## config.mk

```make
export PLATFORM = sky130hd
export DESIGN_NAME = seq_divider
export DESIGN_NICKNAME = d
export VERILOG_FILES = /design/src/rtl/rv_div_pkg.sv /design/src/rtl/cla_sub.sv /design/src/rtl/seq_divider.sv
export SDC_FILE = /design/constraint.sdc
export NUM_CORES = 1
export LEC_CHECK = 0
export ABC_AREA = 0
export BUFFER_PORTS_ARGS = -buffer_cell sky130_fd_sc_hd__buf_2
export CORE_UTILIZATION = 49
export CTS_BUF_LIST = sky130_fd_sc_hd__clkbuf_8
export DETAILED_ROUTE_END_ITERATION = 6
export PLACE_DENSITY_LB_ADDON = 0.08
export REMOVE_ABC_BUFFERS = 1
export SLEW_MARGIN = 10
export SYNTH_ARGS = -nofsm -noshare
export SYNTH_HDL_FRONTEND = slang
export SYNTH_SLANG_ARGS = --single-unit
export TNS_END_PERCENT = 10
```

## constraint.sdc

```tcl
create_clock -name clk -period 11.3 [get_ports clk]
set_input_delay 1.13 -clock clk [delete_from_list [all_inputs] [get_ports clk]]
set_output_delay 1.13 -clock clk [all_outputs]
set_load 0.02 [all_outputs]
```

## src/rtl/rv_div_pkg.sv

```systemverilog
// Shared definitions for the sequential RISC-V divider: op encodings, FSM states, width default.
package rv_div_pkg;

  localparam int XLEN_DEF = 64;

  // Matches funct3[1:0] of DIV/DIVU/REM/REMU.
  typedef enum logic [1:0] {
    OP_DIV  = 2'b00,
    OP_DIVU = 2'b01,
    OP_REM  = 2'b10,
    OP_REMU = 2'b11
  } div_op_e;

  typedef enum logic [1:0] {
    IDLE = 2'b00,
    BUSY = 2'b01,
    DONE = 2'b10
  } div_state_e;

  function automatic logic op_is_rem(input logic [1:0] op);
    return (op == OP_REM) || (op == OP_REMU);
  endfunction

  function automatic logic op_is_signed(input logic [1:0] op);
    return (op == OP_DIV) || (op == OP_REM);
  endfunction

endpackage

```

## src/rtl/cla_sub.sv

```systemverilog
// Parallel-prefix (carry-lookahead) subtractor: diff = a + ~b + 1, no_borrow = carry out.
module cla_sub #(
  parameter int XLEN = 64
) (
  input  logic [XLEN-1:0] a,
  input  logic [XLEN-1:0] b,
  output logic [XLEN-1:0] diff,
  output logic            no_borrow
);

  localparam int LV = $clog2(XLEN);

  logic [XLEN-1:0] b_inv;
  logic [XLEN-1:0] p0;
  logic [XLEN-1:0] gk [0:LV];
  logic [XLEN-1:0] pk [0:LV-1];

  assign b_inv = ~b;
  assign p0    = a ^ b_inv;
  assign pk[0] = p0;
  // The constant carry-in is folded into bit 0's generate term.
  assign gk[0] = {a[XLEN-1:1] & b_inv[XLEN-1:1], a[0] | b_inv[0]};

  for (genvar l = 0; l < LV; l++) begin : g_prefix
    localparam int D = 1 << l;
    assign gk[l+1] = gk[l] | (pk[l] & {gk[l][XLEN-1-D:0], {D{1'b0}}});
    if (l + 1 < LV) begin : g_prop
      assign pk[l+1] = pk[l] & {pk[l][XLEN-1-D:0], {D{1'b1}}};
    end
  end

  assign diff      = p0 ^ {gk[LV][XLEN-2:0], 1'b1};
  assign no_borrow = gk[LV][XLEN-1];

endmodule

```

## src/rtl/seq_divider.sv

```systemverilog
// Restoring radix-2 divider for DIV/DIVU/REM/REMU: one quotient bit per BUSY cycle,
// divide-by-zero and signed overflow resolved at acceptance without entering BUSY.
module seq_divider
  import rv_div_pkg::*;
#(
  parameter int XLEN = XLEN_DEF
) (
  input  logic            clk,
  input  logic            rst,
  input  logic            in_valid,
  output logic            in_ready,
  input  logic [1:0]      op,
  input  logic [XLEN-1:0] dividend,
  input  logic [XLEN-1:0] divisor,
  output logic            out_valid,
  input  logic            out_ready,
  output logic [XLEN-1:0] result
);

  localparam int CW = $clog2(XLEN) + 1;
  localparam logic [XLEN-1:0] MIN_NEG = {1'b1, {(XLEN-1){1'b0}}};

  div_state_e      state_q, state_d;
  logic [1:0]      op_q, op_d;
  logic [XLEN-1:0] quo_q, quo_d;
  logic [XLEN-1:0] rem_q, rem_d;
  logic [XLEN-1:0] dsr_q, dsr_d;
  logic [XLEN-1:0] result_q, result_d;
  logic            neg_quo_q, neg_quo_d;
  logic            neg_rem_q, neg_rem_d;
  logic [CW-1:0]   cnt_q, cnt_d;

  logic            in_signed, dvd_neg, dsr_neg, div_zero, sgn_ovf;
  logic [XLEN-1:0] dvd_mag, dsr_mag;
  logic [XLEN-1:0] shifted, diff, quo_next, rem_next, quo_fix, rem_fix;
  logic            no_borrow, take, last;

  assign in_signed = op_is_signed(op);
  assign dvd_neg   = in_signed & dividend[XLEN-1];
  assign dsr_neg   = in_signed & divisor[XLEN-1];
  assign dvd_mag   = dvd_neg ? (~dividend + 1'b1) : dividend;
  assign dsr_mag   = dsr_neg ? (~divisor + 1'b1) : divisor;
  assign div_zero  = (divisor == '0);
  assign sgn_ovf   = in_signed && (dividend == MIN_NEG) && (&divisor);

  // A set remainder MSB means the shifted value exceeds XLEN bits and always beats the divisor.
  assign shifted  = {rem_q[XLEN-2:0], quo_q[XLEN-1]};
  assign take     = rem_q[XLEN-1] | no_borrow;
  assign quo_next = {quo_q[XLEN-2:0], take};
  assign rem_next = take ? diff : shifted;
  assign quo_fix  = neg_quo_q ? (~quo_next + 1'b1) : quo_next;
  assign rem_fix  = neg_rem_q ? (~rem_next + 1'b1) : rem_next;
  assign last     = (cnt_q == CW'(XLEN - 1));

  cla_sub #(.XLEN(XLEN)) u_sub (
    .a         (shifted),
    .b         (dsr_q),
    .diff      (diff),
    .no_borrow (no_borrow)
  );

  always_comb begin
    state_d   = state_q;
    op_d      = op_q;
    quo_d     = quo_q;
    rem_d     = rem_q;
    dsr_d     = dsr_q;
    result_d  = result_q;
    neg_quo_d = neg_quo_q;
    neg_rem_d = neg_rem_q;
    cnt_d     = cnt_q;
    unique case (state_q)
      IDLE: begin
        if (in_valid) begin
          op_d      = op;
          neg_quo_d = dvd_neg ^ dsr_neg;
          neg_rem_d = dvd_neg;
          quo_d     = dvd_mag;
          rem_d     = '0;
          dsr_d     = dsr_mag;
          cnt_d     = '0;
          if (div_zero) begin
            result_d = op_is_rem(op) ? dividend : '1;
            state_d  = DONE;
          end else if (sgn_ovf) begin
            result_d = op_is_rem(op) ? '0 : dividend;
            state_d  = DONE;
          end else begin
            state_d  = BUSY;
          end
        end
      end
      BUSY: begin
        quo_d = quo_next;
        rem_d = rem_next;
        cnt_d = cnt_q + CW'(1);
        if (last) begin
          result_d = op_is_rem(op_q) ? rem_fix : quo_fix;
          state_d  = DONE;
        end
      end
      DONE: begin
        if (out_ready) state_d = IDLE;
      end
      default: state_d = IDLE;
    endcase
  end

  always_ff @(posedge clk or posedge rst) begin
    if (rst) begin
      state_q   <= IDLE;
      op_q      <= '0;
      quo_q     <= '0;
      rem_q     <= '0;
      dsr_q     <= '0;
      result_q  <= '0;
      neg_quo_q <= 1'b0;
      neg_rem_q <= 1'b0;
      cnt_q     <= '0;
    end else begin
      state_q   <= state_d;
      op_q      <= op_d;
      quo_q     <= quo_d;
      rem_q     <= rem_d;
      dsr_q     <= dsr_d;
      result_q  <= result_d;
      neg_quo_q <= neg_quo_d;
      neg_rem_q <= neg_rem_d;
      cnt_q     <= cnt_d;
    end
  end

  assign in_ready  = (state_q == IDLE);
  assign out_valid = (state_q == DONE);
  assign result    = result_q;

endmodule

```

==> results.txt, run 1 <==
----------------------------------------------------
[Floorplan]
  Ports placed on the boundary ... 200
  Die area ... 49500 sq um
  Initial Utilization ... 49.8%
  Standard cell core area ... 47800 sq um
  Floorplan row count ... 80
  DIE HEIGHT ... 223 um
  Die width ... 223 um

[Finish]
  Fraction of layout instances using a drive strength above 1 ... 11.3%
  Post-layout nets ... 3388
  Layout filler cell count ... 4710
  Signed area change from the synthesized netlist to the final layout ... 9.85%

[CTS]
  Level count of the clock H-tree ... 2
  Worst-Skew Late Latency ... 660 ps
  Buffers inserted during post-CTS setup optimization ... 0
  PostCTS Resize Cnt ... 0
  Worst-case clock buffer depth ... 3
  Root Buffer Master ... clkbuf_8
  CTS tree ... built
  TritonCTS Buffers ... 51
  Number of hold buffers added after cts ... 0
  Clock tree sinks ... 268
  Clock Pin Slew Worst Setup and Hold Paths ... 60 ps

[Drt]
  WL met1 ... 40700 um
  Number of detailed-routing iterations run before antenna repair ... 6
  Via density per instance ... 6.44
  Met2 WL post-DR ... 36700 um
  Detailed router's first-iteration violation count ... 2491
  DR WL met3 ... 6910 um
  Total Wirelength ... 87000 um
  Number of nets still failing antenna checks after routing ... 0
  Number of DRC violations after detailed routing ... 0
  Uppermost metal layer occupied by signal nets ... met4
  Total via count in the routed design ... 24800
  Wire length per cell after detailed routing ... 22.6 um

[Global route]
  First-pass GRT wire length ... 134000 um
  Grt total ovfl ... 0
  Antenna violations before repair ... 4
  Vias in the first global route ... 22600
  GR Util All Layers ... 34.3%
  Pin count of the biggest net entering global routing ... 158

[Timing]
  Min cycle time layout ... 6490 ps
  Final slew viol count ... 0
  Setup skew after layout ... 31.7 ps
  Hold Fails Final Rpt ... 0
  Unrepaired setup endpoints after global routing ... no
  Worst slew margin relative to its limit ... 9.57%
  Fraction of the cycle the final worst path needs ... 57.4%
  Max frequency ... 154 MHz
  Slew @ Worst Pin ... 1340 ps
  Setup violations, final ... 0
  Total negative slack ... 0 ps

[Logic synthesis]
  Dominant register cell in the synthesized netlist ... dfrtp_1
  Synthesized instance count ... 3114
  Syn. warnings ... 0
  Combined area of all synthesized cells ... 23800 sq um
  Top area cells in the synthesized netlist ... dfrtp_1, o21ai_0, xnor2_1, nand2_1, a21oi_1
  Count of state elements after synthesis ... 268
  Cell with the most instances after synthesis ... o21ai_0
  Leading cell types by count after synthesis ... o21ai_0, nand2_1, dfrtp_1
  Post-synthesis cell type with the largest combined area ... dfrtp_1
  Count of unique library cells instantiated by Yosys ... 94
  Post-synth EDFFs ... 0
  Post-synthesis async set-or-reset flop share ... 100%
  Mean instance size in the synthesized netlist ... 7.66 sq um
  Portion of the post-synthesis area used by sequential elements ... 28.1%
  Top-area cell type share of the netlist area ... 28.1%

[Job]
  Max-capacitance violation count ... 0

[Min path]
  Start point of the worst min-delay path ... dsr_q[9]
  Hold/Removal Path Class ... reg2reg
  Hold depth ... 2
  Endpoint with the worst hold slack ... dsr_q[9]

[Place]
  Count of input and output buffers ... 199
  Hpwl dp ... 64900 um
  Placer's final routability congestion estimate ... 0.963

[Worst setup path]
  Worst-path fanout max ... 37
  Crit path largest cell delay ... 660 ps
  Critical path capture point type ... flop
  Type of element launching the critical path ... flop
  CP Data Arrival Time ... 7010 ps
  Chain of cells forming the critical path ... inv_1 -> ha_1 -> fa_1 -> nand2b_1 -> a21oi_4 -> o21ai_1 -> o21a_1 -> o211a_1 -> o21ai_4 -> buf_4 -> nand2_1 -> o21ai_0 -> ha_1 -> and4b_1 -> nand2_1 -> or4_1 -> o41a_1 -> or4_1 -> a2111o_1 -> nand4b_1 -> mux2i_1 -> a21oi_1
  Number of cells on the worst reg-to-reg path ... 22
  Source of the critical timing path ... quo_q[63]
  Critical R2R Launch ... quo_q[63]
  Worst reg-to-reg setup slack ... 4810 ps
  Startpoint-to-endpoint class of the critical path ... reg2reg
  CP max-delay cell ... or4_1
  Required time at the endpoint of the critical path ... 11830 ps
  Capture instance of the worst register-to-register path ... result[62]

[Status]
  Outcome ... complete, no violations

----------------------------------------------------
[area by class of cell]
class | count | area [sq um] | area share, %
timing repair buffer | 224 | 1200 | 4.57
antenna | 4 | 10.0 | 0.0382
clock buffer | 64 | 881 | 3.36
sequential | 268 | 6710 | 25.6
clock inverter | 32 | 294 | 1.12
inverter | 107 | 409 | 1.56
multi-input combinational | 2531 | 15900 | 60.8
tap | 615 | 769 | 2.94
[state kept, by name, summed over array words and instances (netlist names), 2 cells and up]
signal / count
cnt_q: 7
dsr_q: 64
quo_q: 64
rem_q: 64
result: 64
state_q: 2
[critical path, delay by kind of cell, from the launching register on]
family	cells	cell delay, ps
AND/OR/NAND/NOR	7	2080
buffers and inverters	2	500
AO/OA/AOI/OAI	9	2190
multiplexers	1	200
adder cells (fa/ha/maj)	3	980
flip-flops	1	380
[logic make-up after synthesis]
logic type	share of synthesized area [%]
AOI/OAI and AO/OA	28.7
adders and majority gates	3.76
and+or+nand+nor	22.1
muxes	1.86
buffers and inverters	5.33
DFF	28.1
xor gates and xnor gates	10.1
[cell usage in the layout (no fill, tap or decap), types with 10 or more instances in the layout]
cell type / count
o211ai_1: 70
xor2_1: 115
a21oi_1: 222
buf_2: 199
nand3b_1: 17
and4_1: 12
o21ai_1: 10
nand3_1: 104
or3_1: 43
a21o_1: 32
inv_1: 118
o21a_1: 30
o21ai_0: 383
xnor2_1: 161
a211o_1: 11
nor3b_1: 11
a22oi_1: 68
nor4_1: 45
dfrtp_1: 266
and3_1: 15
ha_1: 70
or4_1: 26
a221oi_1: 12
nand4_1: 66
mux2i_1: 41
o41ai_1: 22
o211a_1: 10
o31a_1: 11
clkbuf_8: 64
a211oi_1: 24
a31oi_1: 50
nor2_1: 227
nor3_1: 76
and2_1: 18
nand2_1: 313
buf_4: 24
o31ai_1: 44
nand2b_1: 23
[routing by layer]
layer,track usage (%),vias to the layer above
met3,4.06,146
met1,52.2,11900
met4,11.3,0
met2,49.8,1146
met5,0,-
li1,-,11600
[how the worst max path moves through the flow]
stage / endpoint / slack, ps / cells after the start
floorplan: cnt_q[0] / 2790 / 1
global placement: result[62] / 5050 / 22
detailed placement: result[62] / 4940 / 16
CTS: result[62] / 4900 / 22
global route: result[62] / 4520 / 22
finish: result[62] / 4810 / 22
[stage by stage]
stage	worst slack (ps)	hold slack [ps]	cells	util, %	area (sq um)
finish	4810	477	3845	54.7	26200
global route	4520	500	3845	54.7	26200
CTS	4900	484	3841	54.7	26200
detailed placement	4940	471	3745	52.3	25000
global placement	5050	456	3745	52.3	25000
floorplan	2790	450	2906	-	23000
Power of run 1 is not shown: default switching activity piles up to over one toggle a cycle in this logic, so the estimate is an artifact.
==> run 2: changes to the inputs <==
==> constraint.sdc (replaced) <==
create_clock -name clk -period 5.35 [get_ports clk]
set_input_delay 0.535 -clock clk [delete_from_list [all_inputs] [get_ports clk]]
set_output_delay 0.535 -clock clk [all_outputs]
set_load 0.02 [all_outputs]
==> run 2 against run 1 <==
  * Die area stayed put
  * Core utilization increased by 2.6 points
  * Wire length grew 2.4%
  * Hold slack got worse by 390 ps
  * Sequential share of layout area is 1.2 points lower
  * Register-to-register slack worse by 4700 ps
  * Final area rose by 4.8%
  * Non-clock buffer count increased by 146
  * Via count rose by 2.6%
  * Global-route usage rose by 1.2 points
  * Count of clock-buffer cells in the layout up 8
  * Critical path type unchanged
==> results.txt, run 2 (synthesis results as in run 1) <==
----------------------------------------------------
[Status]
  Outcome ... complete, no violations

[Drt]
  Total Wirelength ... 89100 um (+2.4%)
  Detailed router's first-iteration violation count ... 2752 (+10%)
  Via density per instance ... 6.37 (-1.1%)
  Wire length per cell after detailed routing ... 22.3 um (-1.3%)
  Number of DRC violations after detailed routing ... 0 (unchanged)
  Total via count in the routed design ... 25400 (+2.6%)
  Number of nets still failing antenna checks after routing ... 0 (unchanged)
  Number of detailed-routing iterations run before antenna repair ... 6 (unchanged)

[Global route]
  Grt total ovfl ... 0 (unchanged)
  Met2 usage ... 52.9% (+3.1 points)
  First-pass GRT wire length ... 138000 um (+3.3%)
  GR Util All Layers ... 35.5% (+1.2 points)
  Antenna violations before repair ... 3 (-1)
  Gr busiest metal ... met2
  Pin count of the biggest net entering global routing ... 134 (-15%)
  Met1 layer usage reported by global route ... 52.7% (+0.54 points)
  GRT met3 Usage ... 6.14% (+2.1 points)
  Vias in the first global route ... 23600 (+4.4%)

[Min path]
  Endpoint with the worst hold slack ... state_q[1]
  Hold/Removal Path Class ... in2reg
  Start point of the worst min-delay path ... out_ready
  Hold depth ... 2 (unchanged)

[Floorplan]
  Die area ... 49500 sq um (unchanged)
  Die width ... 223 um (unchanged)
  Ports placed on the boundary ... 200 (unchanged)
  Floorplan row count ... 80 (unchanged)
  DIE HEIGHT ... 223 um (unchanged)
  Standard cell core area ... 47800 sq um (unchanged)
  Initial Utilization ... 49.8% (unchanged)

[Finish]
  Area of all sequential standard cells ... 6710 sq um (unchanged)
  Multi-input combinational cell area ... 16000 sq um (+0.53%)
  Fraction of layout instances using a drive strength above 1 ... 15.7% (+4.4 points)
  Signed area change from the synthesized netlist to the final layout ... 15.1%
  Layout filler cell count ... 4627 (-1.8%)
  Commonest cells after routing, fill and taps aside ... o21ai_0, nand2_1, dfrtp_1
  Post-layout nets ... 3534 (+4.3%)
  Most common cell after layout, fill and taps aside ... o21ai_0

[Worst setup path]
  Worst-path fanout max ... 6 (-84%)
  Chain of cells forming the critical path ... ha_1 -> a21o_1 -> a21o_1 -> a221o_1 -> a2111oi_4 -> buf_4 -> o21ai_4 -> buf_4 -> inv_2 -> ha_1 -> nand3b_1 -> nor4_1 -> buf_4 -> nand4_1 -> or4_4 -> or4_4 -> o41ai_2 -> xnor2_1 -> o221ai_1 -> a21oi_1
  Critical R2R Launch ... rem_q[56]
  Buffers and inverters on the worst path ... 4 (+2)
  Most prevalent standard cell on the critical path ... buf_4
  Required time at the endpoint of the critical path ... 5940 ps (-5890 ps)
  Number of cells on the worst reg-to-reg path ... 20 (-9.1%)
  Crit path largest cell delay ... 560 ps (-100 ps)
  Startpoint-to-endpoint class of the critical path ... reg2reg
  Type of element launching the critical path ... flop
  Kind of cell with the highest combined delay on the critical path ... compound AO/OA/AOI/OAI gates
  CP max-delay cell ... or4_4
  CP Data Arrival Time ... 5790 ps (-1220 ps)
  Worst reg-to-reg setup slack ... 140 ps (-4670 ps)
  Critical path capture point type ... flop
  Capture instance of the worst register-to-register path ... result[62]

[Timing]
  Fraction of the cycle the final worst path needs ... 97.3% (+40 points)
  Setup violations, final ... 0 (unchanged)
  Final slew viol count ... 0 (unchanged)
  Setup skew after layout ... 25.4 ps (-6.27 ps)
  Hold Fails Final Rpt ... 0 (unchanged)
  Worst slew margin relative to its limit ... 28.9% (+19 points)
  Max frequency ... 192 MHz (+25%)
  Min cycle time layout ... 5210 ps (-1280 ps)
  Unrepaired setup endpoints after global routing ... yes
  Slew @ Worst Pin ... 1060 ps (-287 ps)
  Total negative slack ... 0 ps (unchanged)

[Place]
  Hpwl dp ... 68000 um (+4.8%)
  Count of input and output buffers ... 199 (unchanged)
  Placer's final routability congestion estimate ... 0.933 (-3.1%)

[CTS]
  TritonCTS Buffers ... 51 (unchanged)
  Clock tree sinks ... 268 (unchanged)
  Level count of the clock H-tree ... 2 (unchanged)
  Worst-Skew Late Latency ... 680 ps (+20 ps)
  Worst-case clock buffer depth ... 3 (unchanged)
  Clock Pin Slew Worst Setup and Hold Paths ... 70 ps (about the same)
  CTS tree ... built
  Root Buffer Master ... clkbuf_8

[Job]
  Max-capacitance violation count ... 0 (unchanged)

----------------------------------------------------
[run 2: metrics by stage]
step                      instances  hold WS [ps]  util (%)  setup slack [ps]  area [sq um]
final                          3988          90.2      57.3               144         27400
after global routing           3988          69.5      57.3             -75.2         27400
after CTS                      3983          55.1      57.1              14.5         27300
after detailed placement       3885           465      54.6             -62.5         26100
after global placement         3885           458      54.6              66.0         26100
after floorplan                2906           450         -             -2880         23000
[run 2: what timing repair did]
action / CTS / global route
hold endpoints to repair: 50 / 0
hold buffers: 1 / 0
endpoints found under the setup margin: 2 / 19
buffers inserted: 3 / 2
gates resized for setup: 0 / 20
pin swaps: 2 / 6
[run 2: worst max-delay path by stage]
stage,from,endpoint,slack [ps],cells after the start
after floorplan,quo_q[63],result[61],-2880,17
after global placement,rem_q[56],result[62],70,17
after detailed placement,rem_q[54],result[62],-60,18
after CTS,quo_q[63],result[62],10,21
after global routing,quo_q[63],result[44],-80,23
final,rem_q[56],result[62],140,20
[run 2: final cells by class]
| cell class | count | share of cell area, % |
|---|---|---|
| repair buffers | 370 | 8.59 |
| clock buffers | 72 | 3.61 |
| inverters | 107 | 1.49 |
| diodes | 3 | 0.0274 |
| flip-flops and latches | 268 | 24.5 |
| clock inverters | 22 | 0.707 |
| multi-input cells | 2531 | 58.3 |
| well taps | 615 | 2.80 |
[run 2: layer usage]
layer,vias up,share of wire (%)
li1,11900,-
met1,12200,46
met2,1195,43
met3,125,8.5
met4,0,2.3
met5,-,0
Power of run 2 is left out for the same reason.
